===== config.mk =====
export PLATFORM = sky130hd
export DESIGN_NAME = dec_n_scan
export DESIGN_NICKNAME = d
export VERILOG_FILES = /design/src/rtl/dec_pkg.sv /design/src/rtl/dec_onehot.sv /design/src/rtl/dec_n_scan.sv
export SDC_FILE = /design/constraint.sdc
export NUM_CORES = 1
export LEC_CHECK = 0
export CORE_AREA = 2 2 39 41
export CTS_CLUSTER_DIAMETER = 60
export CTS_CLUSTER_SIZE = 24
export DETAILED_ROUTE_END_ITERATION = 10
export DIE_AREA = 0 0 41 43
export MAX_ROUTING_LAYER = met4
export PLACE_DENSITY = 0.61
export SLEW_MARGIN = 20
export SYNTH_ARGS = -nofsm -noshare
export SYNTH_HDL_FRONTEND = slang
export SYNTH_SLANG_ARGS = --single-unit
export TNS_END_PERCENT = 30

===== constraint.sdc =====
create_clock -name clk -period 3.75 [get_ports clk]
set_input_delay 1.125 -clock clk [delete_from_list [all_inputs] [get_ports clk]]
set_output_delay 1.125 -clock clk [all_outputs]
set_load 0.005 [all_outputs]

===== src/rtl/dec_pkg.sv =====
`default_nettype none
// ============================================================================
// Module      : dec_pkg
// Description : Shared constants for the dec_n_scan decoder family:
//               mode encodings, legal select-width range and the
//               per-edge operation encoding.
// Revision    : 1.0 - initial release
// ============================================================================
package dec_pkg;

  // Mode input encoding
  localparam logic MODE_DECODE = 1'b0;
  localparam logic MODE_SCAN   = 1'b1;

  // Legal select-width range
  localparam int SEL_W_MIN = 1;
  localparam int SEL_W_MAX = 6;

  // Operation selected on each rising edge
  localparam logic [1:0] OP_DECODE     = 2'd0;
  localparam logic [1:0] OP_SCAN_ENTRY = 2'd1;
  localparam logic [1:0] OP_SCAN_RUN   = 2'd2;
  localparam logic [1:0] OP_SCAN_PAUSE = 2'd3;

endpackage
`default_nettype wire


===== src/rtl/dec_onehot.sv =====
`default_nettype none
// ============================================================================
// Module      : dec_onehot
// Description : Combinational SEL_W-to-2^SEL_W one-hot decoder.
// Revision    : 1.0 - initial release
// ============================================================================
module dec_onehot #(
  parameter  int SEL_W = 2,
  localparam int OUTS  = 2**SEL_W
) (
  input  logic [SEL_W-1:0] sel,
  output logic [OUTS-1:0]  onehot
);

  // One comparator per output bit; exactly one matches any select value
  for (genvar i = 0; i < OUTS; i++) begin : g_bit
    assign onehot[i] = (sel == SEL_W'(i));
  end

endmodule
`default_nettype wire


===== src/rtl/dec_n_scan.sv =====
`default_nettype none
// ============================================================================
// Module      : dec_n_scan
// Description : Registered N-to-2^N one-hot decoder with enable and an
//               auto-scan mode that walks the strobe through every output,
//               holding each position for DWELL cycles.
// Revision    : 1.0 - initial release
// ============================================================================
module dec_n_scan
  import dec_pkg::*;
#(
  parameter  int SEL_W = 2,
  parameter  int DWELL = 4,
  localparam int OUTS  = 2**SEL_W
) (
  input  logic             clk,
  input  logic             rst_n,
  input  logic             E,
  input  logic             mode,
  input  logic [SEL_W-1:0] S,
  output logic [OUTS-1:0]  O,
  output logic [SEL_W-1:0] idx,
  output logic             wrap
);

  localparam int                DCNT_W      = (DWELL > 1) ? $clog2(DWELL) : 1;
  localparam logic [DCNT_W-1:0] c_DCNT_LAST = DCNT_W'(DWELL - 1);
  localparam logic [SEL_W-1:0]  c_IDX_LAST  = SEL_W'(OUTS - 1);

  // Reject illegal parameterisations at elaboration
  if (SEL_W < SEL_W_MIN || SEL_W > SEL_W_MAX || DWELL < 1) begin : g_param_check
    $error("dec_n_scan: SEL_W must be %0d..%0d and DWELL >= 1", SEL_W_MIN, SEL_W_MAX);
  end

  logic [SEL_W-1:0]  r_idx;
  logic [DCNT_W-1:0] r_dcnt;
  logic              r_mode_q;
  logic [OUTS-1:0]   r_o;
  logic              r_wrap;

  logic [1:0]        w_op;
  logic [SEL_W-1:0]  w_idx_nxt;
  logic [DCNT_W-1:0] w_dcnt_nxt;
  logic              w_wrap_nxt;
  logic              w_o_en;
  logic [OUTS-1:0]   w_onehot;

  // The strobe always shows the index being loaded this edge
  dec_onehot #(.SEL_W(SEL_W)) u_onehot (
    .sel    (w_idx_nxt),
    .onehot (w_onehot)
  );

  // State register: async reset clears everything so restart is clean
  always_ff @(posedge clk or negedge rst_n) begin
    if (!rst_n) begin
      r_idx    <= '0;
      r_dcnt   <= '0;
      r_mode_q <= MODE_DECODE;
      r_o      <= '0;
      r_wrap   <= 1'b0;
    end else begin
      r_idx    <= w_idx_nxt;
      r_dcnt   <= w_dcnt_nxt;
      r_mode_q <= mode;
      r_o      <= w_o_en ? w_onehot : '0;
      r_wrap   <= w_wrap_nxt;
    end
  end

  // Operation select: scan entry is detected from the previous mode
  always_comb begin
    w_op = OP_DECODE;
    if (mode == MODE_SCAN) begin
      if (r_mode_q != MODE_SCAN) w_op = OP_SCAN_ENTRY;
      else if (E)                w_op = OP_SCAN_RUN;
      else                       w_op = OP_SCAN_PAUSE;
    end
  end

  // Next index / dwell / wrap / strobe-enable for the selected operation
  always_comb begin
    w_idx_nxt  = r_idx;
    w_dcnt_nxt = r_dcnt;
    w_wrap_nxt = 1'b0;
    w_o_en     = 1'b0;
    case (w_op)
      OP_DECODE, OP_SCAN_ENTRY: begin
        w_idx_nxt  = S;
        w_dcnt_nxt = '0;
        w_o_en     = E;
      end
      OP_SCAN_RUN: begin
        w_o_en = 1'b1;
        if (r_dcnt == c_DCNT_LAST) begin
          w_dcnt_nxt = '0;
          w_idx_nxt  = r_idx + SEL_W'(1);
          w_wrap_nxt = (r_idx == c_IDX_LAST);
        end else begin
          w_dcnt_nxt = r_dcnt + DCNT_W'(1);
        end
      end
      default: begin
        // Pause: index and dwell hold, strobe blanked
      end
    endcase
  end

  assign O    = r_o;
  assign idx  = r_idx;
  assign wrap = r_wrap;

endmodule
`default_nettype wire


; ---- Yosys cells after proc, flatten, opt, wreduce, memory -nomap -nowiden
; Index checks and enable logic that the tools add are counted.
[classes]
addsub = 2
mul = 0
div_mod_pow = 0
n_lt_le_gt_ge = 0
n_eq_ne = 7
shift = 0
mux = 11
bitwise_logic = 0
n_reduce_logical = 4
[ops]
columns = cell, n
row1 = 2-bit equality test (second input constant), 5
row2 = 2-bit 2-to-1 mux, 4
row3 = 2-bit case mux with 2 select lines, 2
row4 = 2-bit by 1-bit adder with 2-bit output (second input constant), 2
row5 = 2-bit by 1-bit equality test with 1-bit output (second input constant), 2
row6 = 2-bit logical NOT, 2
row7 = 4-bit 2-to-1 mux, 1
row8 = 1-bit 2-to-1 mux, 3
row9 = 1-bit case mux with 2 select lines, 1
row10 = 2-bit nonzero test, 1
row11 = 2-bit OR reduction, 1
[word_totals]
register_bits = 10
latch_bits = 0
ramBits = 0
romBits = 0
input_bits = 6
out_inout_bits = 7
word_cells = 29
memories = 0

; ---- Logic depth before layout (Yosys ltp)
; Gate-level depths: netlist of run 1.
[depth]
ltp_word = 8
depth_mapped = 4
depth_no_buf = 4

; ---- By module
; Synthesis of run 1 repeated with hierarchy kept, for this count alone.
[hier_totals]
hier_cells = 37
hier_area_um2 = 440.4
[modules_own_cells]
columns = mod, n_inst, cells_per_inst, area_per_inst_um2, seq_area_each_um2
row1 = dec_n_scan, 1, 33, 414.1, 250.2
row2 = dec_onehot, 1, 4, 26.3, 0.0

; ---- Worst setup path before layout of run 1
; No wires, ideal clock.
[synth_path]
path_kind = input -> register
start = in E
end = reg r_o[2], in the netlist O[2]
setup_ps = 129
t_arrival_ps = 1774
t_required_ps = 3621
slack_ps = 1848
path_stages = 3
path_buffers = 0
path_cell_list = and3_1 > a221o_1 > nor2b_4
[synth_via]
elab_chain_len = 8
elab_cells_between_ends = 11
cone_classes = 3 x eq/ne / 6 x mux / 2 x reduce/logical
[synth_lines]
columns = item, line_no
row1 = from (decl), dec_n_scan.sv:18  ; input logic E,
row2 = 1-bit 2-to-1 mux (*), dec_n_scan.sv:76  ; else if (E) w_op = OP_SCAN_RUN;
row3 = 2-bit 2-to-1 mux (*), dec_n_scan.sv:75  ; if (r_mode_q != MODE_SCAN) w_op = OP_SCAN_ENTRY;
row4 = 2-bit 2-to-1 mux (*), dec_n_scan.sv:74  ; if (mode == MODE_SCAN) begin
row5 = 2-bit by 1-bit equality test with 1-bit output or 2-bit logical NOT (tied branches), dec_n_scan.sv:87  ; case (w_op)
row6 = 2-bit OR reduction, dec_n_scan.sv:87
row7 = 2-bit case mux with 2 select lines (*), dec_n_scan.sv:87
row8 = named net u_onehot.sel[1], dec_onehot.sv:11  ; input logic [SEL_W-1:0] sel,
row9 = 2-bit equality test (*), dec_onehot.sv:17  ; assign onehot[i] = (sel == SEL_W'(i));
row10 = 4-bit 2-to-1 mux (*), dec_n_scan.sv:66  ; r_o <= w_o_en ? w_onehot : '0;
row11 = to (signal assigned), dec_n_scan.sv:66
row12 = to (decl), dec_n_scan.sv:38  ; logic [OUTS-1:0] r_o;
; The timed path passes the listed nets; every way through them passes the cells marked *.
; A chain may end at the register's enable or synchronous reset.

; ---- Final worst setup path of run 1
[layout_path]
start = reg r_idx[0], in the netlist idx[0]
end = out idx[0]
[layout_rtl]
columns = item, line_no
row1 = from (decl), dec_n_scan.sv:35  ; logic [SEL_W-1:0] r_idx;
row2 = from (signal assigned), dec_n_scan.sv:63  ; r_idx <= w_idx_nxt;
row3 = to (decl), dec_n_scan.sv:22  ; output logic [SEL_W-1:0] idx,
; No word-level cell between the ends.

==> metrics, run 1 <==
status completed; row count 14; Synth area leader dfrtp_1; io pins 13; TritonCTS buffer count 3; DRC Markers 0; nature of the critical path startpoint register; Cells after DPL 64; count of unique library cells instantiated by Yosys 18; depth of the most critical reg-to-reg path 4; drt via density 5.00; Post-synth top cells 10 x dfrtp_1, 4 x nor2_1, 3 x ha_1; diodes inserted 0; ranking of synthesized cells by area dfrtp_1 55%, ha_1 8.3%, nor2b_4 6.1%; Max Cap Viol 0; Synth Instances 36; All-Layer GR Usage 12.2%; first-pass GRT wire length 1380 um; TritonCTS clock tree yes; # H-tree levels 1; vias in the first global route ~320; WP buf/inv 1; CP Max Fanout 4; PwrDens 397 nW/um^2; final setup vio count 0; Critical Path End idx[0]; Initial Utilization 32.8%; GP Congestion 0.818; HP Class register to register; ys flop type dfrtp_1; worst vdd ir 0.177 mV; Post-Layout Cell Count 68; reg2reg end O[2]$_DFF_PN0_; Tcrit/Tclk final 63.0%; FMAX 423 MHz; crit path launch idx[0]$_DFF_PN0_; Die X 41 um; EDFF count, synth 0; largest net degree at the start of global routing 11; fin. max-slew vios 0; crit path cell chain clkdlybuf4s50_1; RR Startpoint idx[0]$_DFF_PN0_; Vias 340; leakage power 0.297 nW; first drt pass iteration count 4; Top Family by Delay on Critical Path buffers and inverters; Critical Path Slowest Stage Cell clkdlybuf4s50_1; Post-Syn Nets between 40 and 50; count leader, synth dfrtp_1; utilization after layout 45.6%; Clock transition at path regs approximately 70 ps; antenna-violating nets left 0; Detailed Route WL 809 um; Die Area around 1800 um^2; Worst EP required 2620 ps; Critical Path Sink Type output port; Detailed Route Iter0 Violations 15; register area share after synthesis a little under three fifths; Final min period approximately 2400 ps; Design Power between 0.2 and 0.3 mW; clk buf depth 2; Layout area overhead 38.8%; critical path depth 1; Synth top area share 55.1%; global route overflow 0; fillers 136; # port buffers 12; Hold Vio Cnt, Final 0; Final TNS setup 0 ps; Synth Register Bits 10; initial antenna violation count 0; Post-CTS Hold Buffers 0; WL/cell 11.9 um; Least-Margin Pin Slew 465 ps; syn avg cell area 12.6 um^2; Max stage delay on crit path 530 ps; RSZ-0062 raised after global routing false; core area 1380 um^2; Slew headroom approximately 70%; asr flop ratio synth 100%; layout cells sized above 1 11.5%; Detail Placement HPWL 638 um; Synth Cell Area around 450 um^2; CTS root buf clkbuf_4; critical path class register to output port; flop2flop setup slack about 2100 ps; clock skew 2.59 ps; Sink Count 10; yosys warns 0; Setup WS post-layout 1390 ps; Worst-Skew Late Latency 260 ps; pre-CTS setup slack 1200 ps; nets 62; Setup Buffers After CTS 0; Arr. time, crit path 1240 ps; die height 43 um; post_cts resized 0
[report_power, final]
part | switching [mW] | internal [mW]
Combinational | 0.0141 | 0.0207
Sequential | 0.00456 | 0.113
Clock | 0.0391 | 0.0589
[state kept, by name, summed over array words and instances (netlist names)]
signal / flops
idx: 2
wrap: 1
O: 4
r_mode_q: 1
r_dcnt: 2
[logic make-up after synthesis]
group | Yosys count | share of synthesized area, %
flip-flops | 10 | 55.1
adder cells (fa/ha/maj) | 3 | 8.27
AND/OR/NAND/NOR | 12 | 17.6
AO/OA/AOI/OAI | 6 | 9.64
buffers and inverters | 1 | 0.826
multiplexers | 2 | 4.68
XOR/XNOR | 2 | 3.86
[final cells by class]
type                    instances  area [um^2]  share of cell area (%)
repair buffers                 12          120                    19.0
clock buffers                   4         36.3                    5.75
inverters                       1         3.75                   0.595
well taps                      16         20.0                    3.17
flip-flops and latches         10          250                    39.7
multi-input cells              25          200                    31.7
[metrics by stage]
stage          instance area, um^2  hold slack [ps]
2_1_floorplan                  454              504
3_3_place_gp                   594              545
3_5_place_dp                   594              536
4_1_cts                        631              554
5_1_grt                        631              586
6_report                       631              556
[placed cells by master, fill, tap and decap left out, types with 2 or more instances in the layout]
| master | n |
|---|---|
| a21oi_1 | 2 |
| and3_1 | 2 |
| clkbuf_4 | 3 |
| clkdlybuf4s50_1 | 12 |
| dfrtp_1 | 10 |
| ha_1 | 3 |
| nand2_1 | 2 |
| nor2_1 | 4 |
| nor2b_4 | 2 |
[layer usage]
metal,wire [um],vias up,GRT usage [%]
li1,-,163,-
met1,367,157,17.1
met2,369,18,15.9
met3,68,2,4.71
met4,4,0,4.00
met5,0,-,-
[worst min path at each step]
stage / start / to / slack [ps] / cells past startpoint
after detailed placement: r_mode_q$_DFF_PN0_ / idx[0]$_DFF_PN0_ / 540 / 1
final: r_mode_q$_DFF_PN0_ / idx[0]$_DFF_PN0_ / 560 / 1
after global routing: r_mode_q$_DFF_PN0_ / idx[0]$_DFF_PN0_ / 590 / 1
after global placement: r_mode_q$_DFF_PN0_ / idx[0]$_DFF_PN0_ / 540 / 1
after floorplan: r_mode_q$_DFF_PN0_ / idx[0]$_DFF_PN0_ / 500 / 1
after CTS: r_mode_q$_DFF_PN0_ / idx[0]$_DFF_PN0_ / 550 / 1
Power figures use the tool's default switching activity.
==> run 2: changes to the inputs <==
clock period = 2.4 ns   (was 3.75 ns; I/O delays follow)
==> results of run 2 <==
Same layout as run 1 (identical final DEF). Status: completed.
Among the figures that moved: setup slack after placement 1200 ps -> 256 ps; setup slack after layout 1390 ps -> 442 ps; register-to-register setup slack 2050 ps -> 700 ps; total power 0.251 mW -> 0.392 mW; worst IR drop on VDD 0.177 mV -> 0.277 mV
==> RTL change 1: new RTL, flow settings as in run 2 <==
Take the reset off `r_o` and load it in a clocked block of its own.
--- a/src/rtl/dec_n_scan.sv
+++ b/src/rtl/dec_n_scan.sv
@@ -57,15 +57,17 @@
       r_idx    <= '0;
       r_dcnt   <= '0;
       r_mode_q <= MODE_DECODE;
-      r_o      <= '0;
       r_wrap   <= 1'b0;
     end else begin
       r_idx    <= w_idx_nxt;
       r_dcnt   <= w_dcnt_nxt;
       r_mode_q <= mode;
-      r_o      <= w_o_en ? w_onehot : '0;
       r_wrap   <= w_wrap_nxt;
     end
+  end
+
+  always_ff @(posedge clk) begin
+    r_o <= w_o_en ? w_onehot : '0;
   end
 
   // Operation select: scan entry is detected from the previous mode
Formal check against the unedited RTL: not equivalent (Yosys sat finds a counterexample within 4 cycles, from zero or initial values and one cycle with rst_n low).
==> RTL change 1 against run 2 <==
- sequential cell count is the same
- via count shrank 3.2%
- clock power is 22% lower
- wire length fell by 2.6%
- fmax down 0.18%
- clock skew rose by 0.0017 ns
- area after synthesis fell by 3.6%
- count of clock-buffer cells in the layout is the same
- setup slack worse by 0.0035 ns
- total power fell by 10%
- final area decreased by 6.0%
- largest cell class unchanged
==> RTL change 1: results (changes against run 2) <==
[clock_network]
clock_path_buffers = 2  ; unchanged
cts_root_buf = clkbuf_4
cts_made_buffers = 3  ; unchanged
clock_latency_ns = 0.26  ; about the same

[drt]
routed-wl-met2_um = 372  ; +0.81%
drtPass1Iterations = 4  ; unchanged
wl_met1_um = 353  ; -3.8%
first_iter_violations = 4  ; -11
dr.max_layer_used = met4
wire_per_inst_um = 11.10  ; -6.7%
wl_met3_um = 35  ; -49%
viasPerCell = 4.634  ; -7.3%

[power]
peakVddDrop_uv = 260.5  ; -5.9%
leakage_uw = 0.0002516  ; -15%
switching_power_uw = 83.41  ; -7.5%

[layout]
largest_reg_flops = 4  ; unchanged
drive_gt1_share_pct = 9.091  ; -2.4 points
fin_nets = 64  ; +3.2%

[worst_setup_path]
slowest_delay_ns = 0.54
crit_path_start = idx[0]$_DFF_PN0_
reg2reg_from = r_dcnt[0]$_DFFE_PN0N_
crit_family = buffers and inverters
ff2ff_setup_slack_ns = 1.00  ; +0.30 ns
crit_fanout = 5  ; +1
cp.arrival_ns = 1.24  ; about the same

[logic_synthesis]
synth_xor_area_share_pct = 6.000  ; +2.1 points
syn_nets = 48  ; +6.7%
synth_compound_area_share_pct = 10.29  ; +0.64 points
seq_area_frac_synth_pct = 52.57  ; -2.5 points
synthArstFlopShare_pct = 60.00  ; -40 points
synth_area_leaders = dfrtp_1 (34%), dfxtp_1 (18%), ha_1 (5.7%), nor2_1 (5.1%), mux2i_1 (4.6%)
synth.distinct_cells = 17  ; -1
synth.mux.area_fraction_pct = 7.714  ; +3.0 points
synthAdderAreaFrac_pct = 5.714  ; -2.6 points
synthTopCellsByCount = dfrtp_1 (6), nor2_1 (6), dfxtp_1 (4), nand2_1 (3), nand3_1 (3)

[global_route]
grt_pass1_wl_um = 1207  ; -13%
met2_usage_pct = 15.00  ; -0.94 points
grt_use_met1_pct = 12.54  ; -4.5 points
antenna_found_initial = 0  ; unchanged
grt_pass1_vias = 299  ; -5.4%
grt_max_degree = 10  ; -1
grt_usage_pct = 11.72  ; -0.47 points

[sta]
relSlewSlack_pct = 80.88  ; +12 points
clock_skew_ns = 0.004339  ; +0.001745 ns

[placed_design]
hpwl_um = 616.8  ; -3.3%
place_congestion = 0.7159  ; -12%
numPortBuffers = 12  ; unchanged

[run_status]
outcome = completed

[worst_hold_path]
worstHoldStart = r_dcnt[1]$_DFFE_PN0N_
hp-class = reg -> reg

[RTL change 1: stage by stage]
| step | hold WS [ns] | cells | worst slack (ns) | instance area, sq um | utilization (%) |
|---|---|---|---|---|---|
| floorplan | 0.4244 | 40 | 0.9728 | 437.9 | - |
| detailed placement | 0.5225 | 67 | 0.3521 | 566.8 | 40.96 |
| CTS | 0.5415 | 71 | 0.4193 | 593.1 | 42.86 |
| global placement | 0.5159 | 67 | 0.3572 | 566.8 | 40.96 |
| global route | 0.6047 | 71 | 0.3694 | 593.1 | 42.86 |
| finish | 0.5380 | 71 | 0.4387 | 593.1 | 42.86 |
[RTL change 1: kinds of logic after synthesis]
logic type,after synthesis
AOI/OAI and AO/OA,6
xor gates and xnor gates,3
adders and majority gates,2
buffers and inverters,2
DFF,10
muxes,3
and+or+nand+nor,14
[RTL change 1: layout make-up]
cell class,count,area [sq um]
well taps,16,20.02
fillers,154,790.8
flip-flops and latches,10,230.2
repair buffers,12,120.1
multi-input cells,28,192.7
clock buffers,4,26.28
inverters,1,3.754
[RTL change 1: final timing paths]
kind / to / cells after the start
hold / removal: r_dcnt[1]$_DFFE_PN0N_ / 2
setup reg to reg: idx[1]$_DFF_PN0_ / 4
max in group asynchronous: idx[0]$_DFF_PN0_ / 1
min in group asynchronous: r_dcnt[0]$_DFFE_PN0N_ / 1
setup / recovery: idx[0] / 1
hold reg to reg: r_dcnt[1]$_DFFE_PN0N_ / 2
[RTL change 1: power by group through the flow]
| stage | clock network, uW | registers [uW] | logic, uW |
|---|---|---|---|
| floorplan | 0 | 185 | 23.3 |
| detailed placement | 0 | 185 | 50.6 |
| global placement | 0 | 185 | 50.5 |
| global route | 134 | 183 | 55.5 |
| CTS | 126 | 182 | 51.0 |
| finish | 120 | 182 | 50.2 |
==> RTL change 2: new RTL, flow settings as in run 2 <==
Made on the original files. `SEL_W` is set to 2 in 2 places; all go to 1. Comments in the files are not updated.
--- a/src/rtl/dec_onehot.sv
+++ b/src/rtl/dec_onehot.sv
@@ -5,7 +5,7 @@
 // Revision    : 1.0 - initial release
 // ============================================================================
 module dec_onehot #(
-  parameter  int SEL_W = 2,
+  parameter  int SEL_W = 1,
   localparam int OUTS  = 2**SEL_W
 ) (
   input  logic [SEL_W-1:0] sel,
--- a/src/rtl/dec_n_scan.sv
+++ b/src/rtl/dec_n_scan.sv
@@ -9,7 +9,7 @@
 module dec_n_scan
   import dec_pkg::*;
 #(
-  parameter  int SEL_W = 2,
+  parameter  int SEL_W = 1,
   parameter  int DWELL = 4,
   localparam int OUTS  = 2**SEL_W
 ) (
Ports: changed (resized O, S and idx); port bits go from 13 to 9. No check against the original RTL was run, so the function may have changed too.
==> RTL change 2 against run 2 <==
- wire length down 38%
- synthesized cell count fell by 33%
- sequential cell count fell by 3
- core utilization down 15 points
- non-clock buffer count decreased by 4
- area after synthesis is 34% lower
- final area down 34%
- total power shrank 32%
- sequential power down 31%
- setup slack better by 0.12 ns
- critical path depth is the same
- largest cell class unchanged
- combinational power down 43%
- first-iteration DRC count shrank 60%
- largest power group unchanged
==> RTL change 2: results (changes against run 2) <==
[run_status]
outcome = completed

[layout]
multi_input_area_sq_um = 117.6  ; -41%
clock_area_share_pct = 6.269  ; +0.51 points
nonClkBufAreaFrac_pct = 19.10  ; +0.057 points
inverters = 0  ; -1
fin_nets = 43  ; -31%
seq_cells = 7  ; -3
seq_share_pct = 41.79  ; +2.1 points
n_all_buffers = 8  ; -4
drive_gt1_share_pct = 14.29  ; +2.7 points
fillers = 156  ; +15%
multi_input_cells = 16  ; -36%

[sta]
relSlewSlack_pct = 78.05  ; +9.2 points
hold_ws_ns = 0.5334  ; -0.02288 ns
clock_skew_ns = 0.002961  ; +0.0003678 ns

[drt]
num_vias = 212  ; -38%
first_iter_violations = 6  ; -9
routed_wl_um = 501  ; -38%

[global_route]
grt_pass1_vias = 215  ; -32%
grt_max_degree = 8  ; -3
antenna_found_initial = 0  ; unchanged
grt_usage_pct = 8.601  ; -3.6 points
grt_pass1_wl_um = 890  ; -36%

[worst_setup_path]
crit_slowest_cell = clkdlybuf4s50_1
ff2ff_setup_slack_ns = 1.11  ; +0.41 ns
r2r-end = O[0]$_DFF_PN0_
reg2reg_from = r_dcnt[0]$_DFFE_PN0P_
slowest_delay_ns = 0.50  ; -0.03 ns
crit_fanout = 3  ; -1
cp.arrival_ns = 1.12  ; -0.12 ns

[worst_hold_path]
min_to = r_dcnt[1]$_DFFE_PN0P_
hp-class = reg -> reg
min_path_cells = 2  ; +1
worstHoldStart = r_dcnt[1]$_DFFE_PN0P_

[logic_synthesis]
syn_nets = 31  ; -31%
seq_area_frac_synth_pct = 58.33  ; +3.2 points
synthTopCellsByCount = dfrtp_1 (7), ha_1 (2), mux2i_1 (2), nand2_1 (2), nor2_1 (2)
synth.distinct_cells = 14  ; -4
synth_area_leaders = dfrtp_1 (58%), ha_1 (8.3%), mux2i_1 (6.7%), a21bo_2 (3.3%), a21oi_2 (2.9%)

[power]
leakage_uw = 0.0001943  ; -35%
p_int_uw = 206.0  ; -32%
peakVddDrop_uv = 206.6  ; -25%
clock_power_share_pct = 40.4  ; +1.3 points

[clock_network]
clock_path_buffers = 2  ; unchanged
path_clk_slew_ns = 0.05  ; -0.02 ns
cts_resized = 0  ; unchanged

[placed_design]
place_congestion = 0.7203  ; -12%
numPortBuffers = 8  ; -4

RTL change 2: power by group through the flow:
stage	Combinational (uW)	Clock (uW)	Sequential, uW
after floorplan	13.4	0	129
after global placement	31.4	0	129
after detailed placement	31.7	0	129
after CTS	31.7	112	127
after global routing	35.1	118	128
final	30.9	107	127
RTL change 2: kinds of logic after synthesis:
| logic type | after synthesis | share of synthesized area (%) |
|---|---|---|
| AOI/OAI and AO/OA | 4 | 10.42 |
| adders and majority gates | 2 | 8.332 |
| buffers and inverters | 1 | 2.501 |
| and+or+nand+nor | 8 | 13.75 |
| DFF | 7 | 58.33 |
| muxes | 2 | 6.667 |
RTL change 2: per-layer routing:
layer / share of wire [%] / routed length, um / track usage (%)
met1: 47 / 237 / 9.211
met2: 43 / 214 / 10.63
met3: 9.8 / 49 / 6.283
met4: 0 / 0 / 6.000
met5: 0 / 0 / -
RTL change 2: per-stage QoR:
stage               util, %  power [uW]  std cells  setup slack [ns]  instance area [sq um]
floorplan                 -       142.4         24             1.034                  300.3
global placement      28.39       160.2         47            0.5192                  392.9
CTS                   30.29       270.6         51            0.5403                  419.2
detailed placement    28.39       160.5         47            0.4848                  392.9
global route          30.29       280.2         51            0.5080                  419.2
finish                30.29       264.4         51            0.5597                  419.2
RTL change 2: worst max-delay path by stage:
stage | cells after the start | slack [ns] | from | endpoint
after floorplan | 3 | 1.03 | E | r_dcnt[0]$_DFFE_PN0P_
after global placement | 3 | 0.52 | E | r_dcnt[0]$_DFFE_PN0P_
after detailed placement | 3 | 0.48 | E | r_dcnt[0]$_DFFE_PN0P_
after CTS | 1 | 0.54 | idx$_DFF_PN0_ | idx
after global routing | 1 | 0.51 | idx$_DFF_PN0_ | idx
final | 1 | 0.56 | idx$_DFF_PN0_ | idx
